==> config.mk <==
export PLATFORM = sky130hd
export DESIGN_NAME = game_flow_ctl_flat
export DESIGN_NICKNAME = d
export VERILOG_FILES = /design/src/rtl/game_flow_ctl_if.sv /design/src/rtl/game_flow_ctl.sv /design/src/flat_wrapper.sv
export SDC_FILE = /design/constraint.sdc
export NUM_CORES = 1
export LEC_CHECK = 0
export CAP_MARGIN = 15
export CORE_MARGIN = 3
export CORE_UTILIZATION = 25
export CTS_CLUSTER_DIAMETER = 40
export DETAILED_ROUTE_END_ITERATION = 16
export SLEW_MARGIN = 20
export SYNTH_ARGS = -nofsm -noshare
export SYNTH_HDL_FRONTEND = slang
export SYNTH_SLANG_ARGS = --single-unit
==> constraint.sdc <==
create_clock -name clk -period 2 [get_ports clk]
set_input_delay 0.5 -clock clk [delete_from_list [all_inputs] [get_ports clk]]
set_output_delay 0.5 -clock clk [all_outputs]
set_load 0.01 [all_outputs]
==> src/rtl/game_flow_ctl_if.sv <==
// Signal bundle between the game sequencer (master) and the Ball / display side (slave).
// The master samples the start button and ball flags, and drives run control, blink and status.
interface game_flow_ctl_if;
  logic       start;
  logic       won_the_game;
  logic       hit_a_hole;
  logic       run_en;
  logic       ball_restart;
  logic       blank_digits;
  logic       game_over;
  logic [2:0] lives;
  logic [2:0] state_out;

  modport master (
    input  start, won_the_game, hit_a_hole,
    output run_en, ball_restart, blank_digits, game_over, lives, state_out
  );

  modport slave (
    output start, won_the_game, hit_a_hole,
    input  run_en, ball_restart, blank_digits, game_over, lives, state_out
  );
endinterface

==> src/rtl/game_flow_ctl.sv <==
// game_flow_ctl: Labyrinth sequencer (lives, restart pulse, win blink); GAME_CTL_PENALTY_EN builds the hole-penalty freeze.
// Latency: every output registered, 1 clk after the deciding input; no backpressure, inputs are levels sampled each cycle.
module game_flow_ctl #(
  parameter int BLINK_HALF     = 50000000,
  parameter int PENALTY_CYCLES = 100000000,
  parameter int MAX_LIVES      = 3
) (
  input  logic          clk,
  input  logic          reset,
  game_flow_ctl_if.master gif
);

  localparam int CNT_MAX = (BLINK_HALF > PENALTY_CYCLES) ? BLINK_HALF : PENALTY_CYCLES;
  localparam int CW      = $clog2(CNT_MAX) + 1;
  localparam logic [CW-1:0] BLINK_TC = CW'(BLINK_HALF - 1);
  localparam logic [2:0]    LIVES_INIT = 3'(MAX_LIVES);

  typedef enum logic [2:0] {
    IDLE    = 3'd0,
    PLAY    = 3'd1,
    PENALTY = 3'd2,
    WIN     = 3'd3,
    OVER    = 3'd4
  } state_e;

  state_e        state_q, state_d;
  logic [CW-1:0] cnt_q, cnt_d;
  logic [2:0]    lives_q, lives_d;
  logic          run_en_q, run_en_d;
  logic          restart_q, restart_d;
  logic          blank_q, blank_d;
  logic          over_q, over_d;
  logic          start_q;
  logic          start_rise;
  logic          hole;

  assign start_rise = gif.start & ~start_q;

`ifdef GAME_CTL_PENALTY_EN
  localparam logic [CW-1:0] PEN_TC = CW'(PENALTY_CYCLES - 1);
  assign hole = gif.hit_a_hole;
`else
  // Ball stays in the hole for a couple of cycles after the restart; ignore it then.
  logic [1:0] mask_q, mask_d;
  assign hole = gif.hit_a_hole & (mask_q == 2'd0);
`endif

  always_comb begin
    state_d   = state_q;
    cnt_d     = cnt_q;
    lives_d   = lives_q;
    restart_d = 1'b0;
    blank_d   = blank_q;
`ifndef GAME_CTL_PENALTY_EN
    mask_d    = (mask_q != 2'd0) ? mask_q - 2'd1 : 2'd0;
`endif
    case (state_q)
      IDLE: begin
        if (start_rise) begin
          state_d   = PLAY;
          lives_d   = LIVES_INIT;
          restart_d = 1'b1;
          cnt_d     = '0;
          blank_d   = 1'b0;
        end
      end
      PLAY: begin
        if (gif.won_the_game) begin
          state_d = WIN;
          cnt_d   = '0;
          blank_d = 1'b0;
        end else if (hole) begin
          if (lives_q > 3'd1) begin
            lives_d = lives_q - 3'd1;
`ifdef GAME_CTL_PENALTY_EN
            state_d = PENALTY;
            cnt_d   = '0;
`else
            restart_d = 1'b1;
            mask_d    = 2'd2;
`endif
          end else begin
            state_d = OVER;
            lives_d = 3'd0;
            cnt_d   = '0;
          end
        end
      end
`ifdef GAME_CTL_PENALTY_EN
      PENALTY: begin
        if (cnt_q == PEN_TC) begin
          state_d   = PLAY;
          restart_d = 1'b1;
          cnt_d     = '0;
        end else begin
          cnt_d = cnt_q + 1'b1;
        end
      end
`endif
      WIN: begin
        if (start_rise) begin
          state_d   = PLAY;
          lives_d   = LIVES_INIT;
          restart_d = 1'b1;
          blank_d   = 1'b0;
          cnt_d     = '0;
        end else if (cnt_q == BLINK_TC) begin
          blank_d = ~blank_q;
          cnt_d   = '0;
        end else begin
          cnt_d = cnt_q + 1'b1;
        end
      end
      OVER: begin
        blank_d = 1'b0;
        if (start_rise) begin
          state_d = IDLE;
          cnt_d   = '0;
        end
      end
      default: begin
        state_d = IDLE;
        cnt_d   = '0;
        blank_d = 1'b0;
      end
    endcase
    run_en_d = (state_d == PLAY);
    over_d   = (state_d == OVER);
  end

  always_ff @(posedge clk or negedge reset) begin
    if (!reset) begin
      state_q   <= IDLE;
      cnt_q     <= '0;
      lives_q   <= LIVES_INIT;
      run_en_q  <= 1'b0;
      restart_q <= 1'b0;
      blank_q   <= 1'b0;
      over_q    <= 1'b0;
      start_q   <= 1'b0;
    end else begin
      state_q   <= state_d;
      cnt_q     <= cnt_d;
      lives_q   <= lives_d;
      run_en_q  <= run_en_d;
      restart_q <= restart_d;
      blank_q   <= blank_d;
      over_q    <= over_d;
      start_q   <= gif.start;
    end
  end

`ifndef GAME_CTL_PENALTY_EN
  always_ff @(posedge clk or negedge reset) begin
    if (!reset) begin
      mask_q <= 2'd0;
    end else begin
      mask_q <= mask_d;
    end
  end
`endif

  assign gif.run_en       = run_en_q;
  assign gif.ball_restart = restart_q;
  assign gif.blank_digits = blank_q;
  assign gif.game_over    = over_q;
  assign gif.lives        = lives_q;
  assign gif.state_out    = state_q;

endmodule

==> src/flat_wrapper.sv <==
// flat-port wrapper written by rule: the top's interface ports become plain ports
module game_flow_ctl_flat 
#(
  parameter int BLINK_HALF     = 50000000,
  parameter int PENALTY_CYCLES = 100000000,
  parameter int MAX_LIVES      = 3
)
  (clk, reset, gif_start, gif_won_the_game, gif_hit_a_hole, gif_run_en, gif_ball_restart, gif_blank_digits, gif_game_over, gif_lives, gif_state_out);
  game_flow_ctl_if gif_i ();
  input  logic clk;
  input  logic reset;
  input wire logic [$bits(gif_i.start)-1:0] gif_start;
  input wire logic [$bits(gif_i.won_the_game)-1:0] gif_won_the_game;
  input wire logic [$bits(gif_i.hit_a_hole)-1:0] gif_hit_a_hole;
  output wire logic [$bits(gif_i.run_en)-1:0] gif_run_en;
  output wire logic [$bits(gif_i.ball_restart)-1:0] gif_ball_restart;
  output wire logic [$bits(gif_i.blank_digits)-1:0] gif_blank_digits;
  output wire logic [$bits(gif_i.game_over)-1:0] gif_game_over;
  output wire logic [$bits(gif_i.lives)-1:0] gif_lives;
  output wire logic [$bits(gif_i.state_out)-1:0] gif_state_out;
  assign gif_i.start = gif_start;
  assign gif_i.won_the_game = gif_won_the_game;
  assign gif_i.hit_a_hole = gif_hit_a_hole;
  assign gif_run_en = gif_i.run_en;
  assign gif_ball_restart = gif_i.ball_restart;
  assign gif_blank_digits = gif_i.blank_digits;
  assign gif_game_over = gif_i.game_over;
  assign gif_lives = gif_i.lives;
  assign gif_state_out = gif_i.state_out;
  game_flow_ctl #(.BLINK_HALF(BLINK_HALF), .PENALTY_CYCLES(PENALTY_CYCLES), .MAX_LIVES(MAX_LIVES)) u_core (.clk(clk), .reset(reset), .gif(gif_i));
endmodule
==> results.cfg <==
[critical_path]
start_kind = flop
r2r_cells = 7
r2r-end = u_core.cnt_q[15]
endpoint = u_core.cnt_q[15]
worstSetupStartpoint = u_core.gif.lives[0]
cp_max_fo = 4
critPathRequiredTime_ns = 2.22
arrival_ns = 2.18
r2r_slack_ns = 0.04
r2r-start = u_core.gif.lives[0]
crit_path_end_kind = flop
path_class = flop to flop

[layout]
antenna_cells = 0
syn_to_final_growth_pct = 36.6
final_net_count = 306
drive_gt1_share_pct = 28.8

[synth]
yosysSeqAreaShare_pct = 45.5
syn_inst = 236
syn_avg_cell_area_sq_um = 9.58
ys_warn_count = 0
ys.flop_type = dfrtp_1
syn-num-nets = 244
synth_edf_count = 0
async_flop_share_pct = 100
synth-seq-cells = 41
synth_cell_types = 50
syn_area_sq_um = 2260

[drt]
via_per_inst = 4.94
drt_iter0_markers = 86
drc = 0
routed_wl_mm = 5.59
wl_per_cell_microns = 13.7
drtPass1Iterations = 4
vias = 2011
postRouteAntennaNets = 0

[timing]
timing.hold.ws_ns = 0.162
min_period_ns = 1.96
fmax_ghz = 0.510
setup_viol = 0
final_hold_viol_count = 0
min_period_over_period_pct = 98.0
rsz0062_at_grt = true
slew_violations = 0
fin_setup_tns_ns = 0
tightest_slew_ns = 0.488
clock_skew_ns = 0.0120
slew_headroom_pct = 67.5

[floorplan]
die_area_sq_um = 10200
rows = 34
io_pins = 15
design.core.area_sq_um = 8760
fp.dieW_microns = 101
die_h_microns = 101
start_util_pct = 25.8

[clocking]
cts_buffer_depth = 2
clockRootBuffer = clkbuf_8
clk_latency_ns = 0.29
numClockSinks = 41
htree_num_levels = 2
numCtsBuffers = 5
cts_tree = yes
ctsHoldBuffers = 0
path_clk_slew_ns = 0.08

[global_route]
grt_pass1_wl_mm = 9.70
antenna_found_initial = 0
grt_pass1_vias = 2068
grt_overflow = 0
grt_usage_pct = 11.7
grt_max_degree = 23

[placement]
port_buffers = 14
detailed_place_hpwl_mm = 4.16
gp_congestion = 0.797

[outcome]
status = completed

[run]
drv_cap = 0

[power_and_ir_drop]
ir_worst_vdd_uv = 596
p_leak_nw = 1.33
power_density_nw_per_um2 = 986

[hold_path]
hold_class = input port to asynchronous set/reset pin
-- critical path, stage by stage (launching register included) --
cell and delay [ns]:
dfstp_2 0.56, ha_4 0.12, o21ba_4 0.15, o31ai_4 0.32, nand3_2 0.15, buf_6 0.16, or3_4 0.32, a21oi_2 0.12
-- where the power goes --
group,switching (mW),internal (mW),total [mW]
sequential,0.0777,0.928,1.01
combinational,0.687,0.660,1.35
clock,0.284,0.407,0.691
-- what timing repair did --
action                                  4_1_cts  5_1_grt
resized for setup                             5       23
pin swaps                                     9       14
buffers inserted                              6        2
endpoints found under the setup margin       24       17
-- placed cells by master (no fill, tap or decap), types with 3 or more instances in the layout --
cell type / netlist / routed
xnor2_1: 4 / 4
clkdlybuf4s50_1: 0 / 10
a21oi_1: 15 / 10
and4b_1: 3 / 3
nor4_1: 3 / 3
a22o_1: 8 / 8
inv_1: 7 / 6
nor2_1: 27 / 27
or3_1: 6 / 3
nand3_1: 8 / 8
a21o_1: 5 / 5
or3_4: 0 / 3
and3_1: 3 / 3
a21oi_2: 2 / 6
nor2b_1: 6 / 6
nand2_1: 17 / 17
buf_4: 1 / 42
nand4_1: 11 / 11
clkbuf_8: 0 / 6
dfrtp_1: 39 / 39
nor3_1: 4 / 4
o21ai_0: 20 / 18
xor2_1: 5 / 5
o21ai_1: 1 / 3
buf_6: 1 / 3
-- state kept, by name (all words and copies together) (netlist names) --
| signal | count |
|---|---|
| u_core.cnt_q | 28 |
| u_core.gif.ball_restart | 1 |
| u_core.gif.blank_digits | 1 |
| u_core.gif.game_over | 1 |
| u_core.gif.lives | 3 |
| u_core.gif.run_en | 1 |
| u_core.gif.state_out | 3 |
| u_core.mask_q | 2 |
| u_core.start_q | 1 |
-- cell usage after synthesis, types with 4 or more instances --
cell     number  area, sq um
a21o_1        5         37.5
a21oi_1      15         75.1
a22o_1        8         70.1
dfrtp_1      39          976
inv_1         7         26.3
nand2_1      17         63.8
nand3_1       8         40.0
nand4_1      11         68.8
nor2_1       27          101
nor2b_1       6         37.5
nor3_1        4         20.0
o21ai_0      20          100
or3_1         6         37.5
xnor2_1       4         35.0
xor2_1        5         43.8
-- kinds of logic (layout without fill, tap and decap cells) --
| group | Yosys count | after routing | share of synthesized area [%] |
|---|---|---|---|
| and+or+nand+nor | 109 | 109 | 28.7 |
| AOI/OAI and AO/OA | 62 | 62 | 18.0 |
| buffers and inverters | 12 | 75 | 2.66 |
| adders and majority gates | 3 | 3 | 1.66 |
| xor gates and xnor gates | 9 | 9 | 3.49 |
| DFF | 41 | 41 | 45.5 |
-- metal layers --
metal | vias to the layer above | GRT usage (%) | part of all wire [%]
met4 | 0 | 3.78 | 1.5
met2 | 32 | 19.7 | 50
met1 | 982 | 14.6 | 45
li1 | 986 | - | -
met5 | - | 0 | 0
met3 | 11 | 2.77 | 3.2
-- how the worst min path moves through the flow --
stage | depth (start not counted) | startpoint | slack (ns) | end
3_3_place_gp | 1 | u_core.mask_q[0] | 0.44 | u_core.mask_q[0]
4_1_cts | 1 | reset | 0.17 | u_core.cnt_q[12]
6_report | 1 | reset | 0.16 | u_core.cnt_q[25]
5_1_grt | 1 | reset | 0.18 | u_core.gif.ball_restart
2_1_floorplan | 0 | reset | 0.20 | u_core.cnt_q[0]
3_5_place_dp | 1 | u_core.mask_q[0] | 0.48 | u_core.mask_q[0]
-- final cells by class --
| cell class | count | area, sq um |
|---|---|---|
| Fill cell | 904 | 5680 |
| Tap cell | 108 | 135 |
| Inverter | 7 | 26.3 |
| Sequential cell | 41 | 1030 |
| Multi-Input combinational cell | 183 | 1280 |
| Timing Repair Buffer | 60 | 504 |
| Clock inverter | 1 | 30.0 |
| Clock buffer | 7 | 86.3 |
-- stage by stage --
step | instance area [sq um] | total power [mW] | std cells | utilization, % | setup WS (ns)
floorplan | 2260 | 1.69 | 236 | - | 0.0491
global placement | 2800 | 2.24 | 392 | 32.0 | -0.512
detailed placement | 2800 | 2.26 | 392 | 32.0 | -0.554
CTS | 2960 | 3.03 | 405 | 33.8 | 0.00386
global route | 3090 | 3.25 | 407 | 35.2 | -0.0598
finish | 3090 | 3.04 | 407 | 35.2 | 0.0410
Note: power is estimated with default switching activity, not from simulation.
